## src/rtl/scircuit6_pkg.sv

```systemverilog
// Shared types and defaults for the scheduled z = MUX(a%c==zero, a-1, c+1) controller.
package scircuit6_pkg;

    localparam int unsigned DEF_DATAWIDTH = 64;

    typedef enum logic [2:0] {
        S_WAIT     = 3'd0,
        S_DEC      = 3'd1,
        S_INC      = 3'd2,
        S_MOD_GO   = 3'd3,
        S_MOD_WAIT = 3'd4,
        S_CMP      = 3'd5,
        S_FINAL    = 3'd6
    } state_t;

endpackage

```

## src/rtl/scircuit6_hlsm_ctrl_smod_iter.sv

```systemverilog
// Iterative signed modulo (Verilog % semantics): restoring shift-subtract on magnitudes,
// one quotient bit per edge, remainder takes the dividend's sign.
module smod_iter
    import scircuit6_pkg::*;
#(
    parameter int unsigned DATAWIDTH = DEF_DATAWIDTH
) (
    input  logic                 clk,
    input  logic                 rst,
    input  logic                 go,
    input  logic [DATAWIDTH-1:0] dividend,
    input  logic [DATAWIDTH-1:0] divisor,
    output logic [DATAWIDTH-1:0] rem,
    output logic                 done
);

    localparam int unsigned W  = DATAWIDTH;
    localparam int unsigned CW = $clog2(W + 1);

    logic          busy_r;
    logic          done_r;
    logic          neg_r;
    logic [CW-1:0] cnt_r;
    logic [W-1:0]  q_r;
    logic [W-1:0]  d_r;
    logic [W-1:0]  r_r;
    logic [W-1:0]  rem_r;

    logic [W-1:0]  dvd_mag;
    logic [W-1:0]  dvs_mag;
    logic [W:0]    r_sh;
    logic [W:0]    r_dif;
    logic [W-1:0]  r_nxt;
    logic [W-1:0]  r_fix;

    // Magnitudes are unsigned W-bit, so the most negative value maps to 2^(W-1) exactly.
    always_comb begin
        dvd_mag = dividend[W-1] ? W'(-dividend) : dividend;
        dvs_mag = divisor[W-1]  ? W'(-divisor)  : divisor;
        r_sh    = {r_r, q_r[W-1]};
        r_dif   = r_sh - {1'b0, d_r};
        r_nxt   = r_dif[W] ? r_sh[W-1:0] : r_dif[W-1:0];
        r_fix   = neg_r ? W'(-r_nxt) : r_nxt;
    end

    always_ff @(posedge clk) begin
        if (rst) begin
            busy_r <= 1'b0;
            done_r <= 1'b0;
            neg_r  <= 1'b0;
            cnt_r  <= '0;
            q_r    <= '0;
            d_r    <= '0;
            r_r    <= '0;
            rem_r  <= '0;
        end else begin
            done_r <= 1'b0;
            if (busy_r) begin
                q_r   <= {q_r[W-2:0], 1'b0};
                r_r   <= r_nxt;
                cnt_r <= cnt_r - CW'(1);
                if (cnt_r == CW'(1)) begin
                    busy_r <= 1'b0;
                    done_r <= 1'b1;
                    rem_r  <= r_fix;
                end
            end else if (go) begin
                neg_r <= dividend[W-1];
                q_r   <= dvd_mag;
                d_r   <= dvs_mag;
                r_r   <= '0;
                cnt_r <= CW'(W);
                // Zero divisor: remainder is the dividend itself, no iterations.
                if (divisor == '0) begin
                    done_r <= 1'b1;
                    rem_r  <= dividend;
                end else begin
                    busy_r <= 1'b1;
                end
            end
        end
    end

    assign rem  = rem_r;
    assign done = done_r;

endmodule

```

## src/rtl/scircuit6_hlsm_ctrl.sv

```systemverilog
// Scheduled controller for z = (a%c == zero) ? c+1 : a-1 using one shared adder
// and an iterative modulo unit under a Start/Done handshake.
module scircuit6_hlsm_ctrl
    import scircuit6_pkg::*;
#(
    parameter int unsigned DATAWIDTH = DEF_DATAWIDTH
) (
    input  logic                 clk,
    input  logic                 rst,
    input  logic                 Start,
    input  logic [DATAWIDTH-1:0] a,
    input  logic [DATAWIDTH-1:0] b,
    input  logic [DATAWIDTH-1:0] c,
    input  logic [DATAWIDTH-1:0] zero,
    output logic [DATAWIDTH-1:0] z,
    output logic                 Done,
    output logic                 Busy,
    output logic                 DivByZero
);

    localparam int unsigned W = DATAWIDTH;

    state_t        state_r;
    state_t        state_nxt;

    logic [W-1:0]  a_r, c_r, zero_r, e_r, f_r, g_r, z_r;
    logic          done_r, busy_r, dbz_r;

    logic          cap_c, ld_e_c, ld_f_c, go_c, ld_g_c, ld_z_c;
    logic [W-1:0]  add_x_c, add_y_c, sum_c;

    logic          mod_done;
    logic [W-1:0]  mod_rem;
    logic          b_unused;

    assign b_unused = ^b;

    smod_iter #(.DATAWIDTH(W)) u_smod (
        .clk      (clk),
        .rst      (rst),
        .go       (go_c),
        .dividend (a_r),
        .divisor  (c_r),
        .rem      (mod_rem),
        .done     (mod_done)
    );

    always_ff @(posedge clk) begin
        if (rst) state_r <= S_WAIT;
        else     state_r <= state_nxt;
    end

    always_comb begin
        state_nxt = state_r;
        case (state_r)
            S_WAIT:     if (Start) state_nxt = S_DEC;
            S_DEC:      state_nxt = S_INC;
            S_INC:      state_nxt = S_MOD_GO;
            S_MOD_GO:   state_nxt = S_MOD_WAIT;
            S_MOD_WAIT: if (mod_done) state_nxt = S_CMP;
            S_CMP:      state_nxt = S_FINAL;
            S_FINAL:    state_nxt = S_WAIT;
            default:    state_nxt = S_WAIT;
        endcase
    end

    // Per-state datapath controls; the shared adder's operands follow the state.
    always_comb begin
        cap_c   = 1'b0;
        ld_e_c  = 1'b0;
        ld_f_c  = 1'b0;
        go_c    = 1'b0;
        ld_g_c  = 1'b0;
        ld_z_c  = 1'b0;
        add_x_c = a_r;
        add_y_c = '1;
        case (state_r)
            S_WAIT:     cap_c = Start;
            S_DEC:      ld_e_c = 1'b1;
            S_INC: begin
                ld_f_c  = 1'b1;
                add_x_c = c_r;
                add_y_c = W'(1);
            end
            S_MOD_GO:   go_c = 1'b1;
            S_MOD_WAIT: ld_g_c = mod_done;
            S_CMP:      ld_z_c = 1'b1;
            default:    ;
        endcase
    end

    assign sum_c = add_x_c + add_y_c;

    always_ff @(posedge clk) begin
        if (rst) begin
            a_r    <= '0;
            c_r    <= '0;
            zero_r <= '0;
            e_r    <= '0;
            f_r    <= '0;
            g_r    <= '0;
            z_r    <= '0;
            done_r <= 1'b0;
            busy_r <= 1'b0;
            dbz_r  <= 1'b0;
        end else begin
            // Status flags are registered from the next state so they line up with it.
            done_r <= (state_nxt == S_FINAL);
            busy_r <= (state_nxt != S_WAIT);
            if (cap_c) begin
                a_r    <= a;
                c_r    <= c;
                zero_r <= zero;
                dbz_r  <= 1'b0;
            end
            if (ld_e_c) e_r <= sum_c;
            if (ld_f_c) f_r <= sum_c;
            if (go_c)   dbz_r <= (c_r == '0);
            if (ld_g_c) g_r <= mod_rem;
            if (ld_z_c) z_r <= (g_r == zero_r) ? f_r : e_r;
        end
    end

    assign z         = z_r;
    assign Done      = done_r;
    assign Busy      = busy_r;
    assign DivByZero = dbz_r;

endmodule

```

## config.mk

```make
export PLATFORM = sky130hd
export DESIGN_NAME = scircuit6_hlsm_ctrl
export DESIGN_NICKNAME = d
export VERILOG_FILES = /design/src/rtl/scircuit6_pkg.sv /design/src/rtl/scircuit6_hlsm_ctrl_smod_iter.sv /design/src/rtl/scircuit6_hlsm_ctrl.sv
export SDC_FILE = /design/constraint.sdc
export NUM_CORES = 2
export LEC_CHECK = 0
export CORE_AREA = 4 4 330 332
export DETAILED_ROUTE_END_ITERATION = 8
export DIE_AREA = 0 0 334 336
export GPL_ROUTABILITY_DRIVEN = 1
export GPL_TIMING_DRIVEN = 0
export SLEW_MARGIN = 30
export SYNTH_ARGS = -nofsm -noshare
export SYNTH_HDL_FRONTEND = slang
export SYNTH_SLANG_ARGS = --single-unit
```

## constraint.sdc

```tcl
create_clock -name clk -period 12.2 [get_ports clk]
set_clock_uncertainty 0.05 [all_clocks]
set_input_delay 1.22 -clock clk [delete_from_list [all_inputs] [get_ports clk]]
set_output_delay 1.22 -clock clk [all_outputs]
set_load 0.02 [all_outputs]
```

==> results list <==
* Synth top area share: 34.2%
- Critical path type: reg -> reg
* Largest delay share family, worst path: compound AO/OA/AOI/OAI gates
- STA puts the critical path data required time at 12.68 ns.
- Final cell count without fillers: 7467
- Cells with a size suffix above 1 make up 5.38% of the layout.
- Setup repair after global routing missed its margin: no
* Combined area of the multi-input logic cells: 25400 um2
* Flops & latches, synth: 720
- The tool flagged a number of max-cap violations equal to 0.
- Total via count after detailed routing: 44800
- Std-Cell Core Area: 106000 um2
- Post-detailed-route via-to-cell ratio: 6.00
- The tree is rooted in a clkbuf_16.
- Sorting the synthesized cells by how often they occur yields 933 x nand2_1, 720 x dfxtp_1, 687 x nor2_1, 567 x a21oi_1, 382 x clkbuf_1.
- In this run the worst setup path begins at u_smod.q_r[63].
- Global placement routability congestion: 1.03
- The worst register-to-register path ends at u_smod.rem[44].
- The via count of the first global-routing pass was 41100.
* Run status: completed
- On the worst path, the slowest cell contributes a delay of 0.75 ns.
- The worst setup path is launched from a flop.
- Arrival time reported for the critical path endpoint: 10.08 ns
- Startpoint of the most critical register-to-register path: u_smod.q_r[63]
- Gates resized during post-CTS repair numbered 0.
- Setup tns final: 0 ns
- Entering global routing, the biggest net connects 13 pins.
- Number of search-and-repair iterations in the first detailed-routing pass: 6
- The tightest min-delay check is of the reg -> reg type.
- Total nets after synthesis: 5973
- Number of buffer and inverter instances along the worst setup path: 6
- The routed design has 205000 um of wire.
- Top area cells in the synthesized netlist: dfxtp_1 34%, nand2_1 8.3%, a21oi_1 6.7%
* Final setup violation count: 0
- Summed over all cells, the static leakage comes to 18.0 nW.
- The synthesized netlist contains 107 unique library cells.
* Routed length per placed instance: 27.5 um
* Total Routing Usage GR: 34.9%
- The most used flip-flop cell after synthesis is dfxtp_1.
- Synthesis-to-finish area growth: 17.6%
- Buffers added to address setup during post-CTS repair amount to 0.
- Die span in y: 336 um
- Sequential cell area: 14400 um2
- Half-perimeter wire length of the detailed placement result: 163000 um
- Crit path depth: 26
- Syn. warnings: 0
- Clock transition at the register clock pins on the worst setup and hold paths after CTS: 0.06 ns
* Flop-to-flop setup slack: 2.60 ns
- Remaining antenna violation count after routing: 0
- Die span in x: 334 um
* DRT iter0 DRCs: 5788
- Clock buffer count from CTS: 83
- Total number of H-tree levels: 3
* Worst supply voltage drop on vdd: 0.133 mV
- The floorplan has 120 rows.
- Largest driver fanout on the critical path: 10
- Most frequent cell after synthesis: nand2_1
- In this run the tightest slew margin relative to its limit is 22.6%.
- Buffers placed on the I/O ports in this run total 261.
- Slew of the pin with the lowest slew margin: 1.16 ns
* CTS tree: built
- Based on the critical path, the design can be clocked at up to 104 MHz.
* Worst setup EP type: flop
* Remaining DRCs: 0
- Counting along the longest clock path gives a buffer depth of 3.
* Die area: 112000 um2
* Number of antenna violations at the first check in global routing: 11
- Post-Synthesis Mean Instance Area: 7.47 um2
* Top-level port count: 326
* Aggregate global routing overflow: 0
- Sequential element share of the synthesized area: 34.2%
- Min Tclk post-route: 9.60 ns
* Power density of the placed cells: 204 nW/um2
- The number of failing hold endpoints at the final stage is 0.
- Counting tap cells, the placed design contains a total of 7313 instances.
- For this run, the post-layout net count is 6326.
- Final worst-path cycle share: 78.7%
- For this design, the sink count on the clock tree is 720.
- Critical Path End: u_smod.rem[44]
- Global-route wire length before repair: 290000 um
- Number of standard cells after synthesis: 5643
- After synthesis the cells add up to 42100 um2.
* Effective utilization at floorplan: 39.6%
- Max Transition Viols Final: 0
- The number of hold buffers added after CTS was 0.
- In this run, synthesis inferred 0 flip-flops with an integrated enable.
- Standard cell with the maximum stage delay on the critical path: clkbuf_1
- Async set-or-reset flop fraction in the synthesized netlist: 0%
- Summed over all instances, the cell type with the most area after synthesis is dfxtp_1.
- Cells on worst reg2reg path: 26
- Fillers: 11000
* Worst-Skew Late Latency: 0.67 ns
state kept, by name, summed over array words and instances, names as in the netlist, 3 cells and up:
name,count
a_r,64
c_r,64
e_r,64
f_r,64
g_r,64
u_smod.d_r,64
u_smod.q_r,64
u_smod.r_r,64
u_smod.rem,64
z,64
zero_r,64
u_smod.cnt_r,7
state_r,3
layer usage:
layer  vias up  wire, um  GRT usage (%)
li1      20500         -              -
met1     21500     88300           48.2
met2      2336     85600           51.6
met4         2     10600           16.3
met5         -        14              0
met3       433     20800           7.81
cell type report:
cell class,instances,share of cell area (%)
clock inverters,26,0.823
multi-input cells,4326,51.3
clock buffers,123,4.96
flip-flops and latches,720,29.1
plain buffers,475,3.90
diodes,4,0.0202
well taps,1403,3.54
repair buffers,268,5.42
inverters,122,0.924
cells by family after synthesis:
| family | share of synthesized area [%] |
|---|---|
| AOI/OAI and AO/OA | 22.5 |
| xor gates and xnor gates | 7.77 |
| muxes | 4.43 |
| adders and majority gates | 2.13 |
| DFF | 34.2 |
| buffers and inverters | 5.61 |
| and+or+nand+nor | 23.4 |
report_power, final:
part	leakage (nW)	internal (mW)	total (mW)	switching [mW]
Clock	1.40	1.59	2.67	1.08
Combinational	10.7	1.48	4.90	3.43
Sequential	5.85	2.47	2.55	0.0825
Total	18.0	5.53	10.1	4.59
worst min-delay path: stages (launching register included):
cell     delay [ns]
dfxtp_1        0.30
nand2_1        0.05
a21oi_1        0.05
placed cells by master (no fill, tap or decap), drive strengths merged, types with 37 or more instances in the layout:
| cell | Yosys | layout |
|---|---|---|
| nand2 | 933 | 933 |
| dfxtp | 720 | 720 |
| nor2 | 688 | 688 |
| a21oi | 573 | 573 |
| clkbuf | 382 | 506 |
| a211oi | 317 | 317 |
| clkdlybuf4s50 | 0 | 261 |
| o21ai | 205 | 205 |
| xor2 | 193 | 193 |
| xnor2 | 181 | 181 |
| mux2i | 164 | 164 |
| inv | 122 | 124 |
| nand3 | 101 | 101 |
| buf | 93 | 99 |
| nor3 | 96 | 96 |
| nand4 | 85 | 85 |
| ha | 70 | 70 |
| nor4 | 68 | 68 |
| o31ai | 57 | 57 |
| a31oi | 55 | 55 |
| or3 | 43 | 43 |
| and3 | 37 | 37 |
metrics by stage:
step | hold WS [ns] | power [mW] | util, % | worst slack [ns] | area, um2
2_1_floorplan | 0.375 | 5.49 | - | 6.36 | 42100
3_3_place_gp | 0.392 | 7.25 | 43.8 | 3.22 | 46500
3_5_place_dp | 0.394 | 7.27 | 43.9 | 3.26 | 46700
4_1_cts | 0.401 | 9.93 | 46.6 | 3.18 | 49500
5_1_grt | 0.420 | 10.4 | 46.6 | 2.55 | 49500
6_report | 0.399 | 10.1 | 46.6 | 2.60 | 49600
how the worst min path moves through the flow:
stage                         from  cells past startpoint             end  slack [ns]
global route               f_r[23]                      2         f_r[23]        0.42
CTS                 u_smod.d_r[27]                      2  u_smod.d_r[27]        0.40
finish              u_smod.d_r[49]                      2  u_smod.d_r[49]        0.40
floorplan           u_smod.rem[60]                      2  u_smod.rem[60]        0.37
global placement    u_smod.d_r[45]                      2  u_smod.d_r[45]        0.39
detailed placement  u_smod.q_r[60]                      2  u_smod.q_r[61]        0.39
No activity file was read; power rests on OpenSTA's default activity.
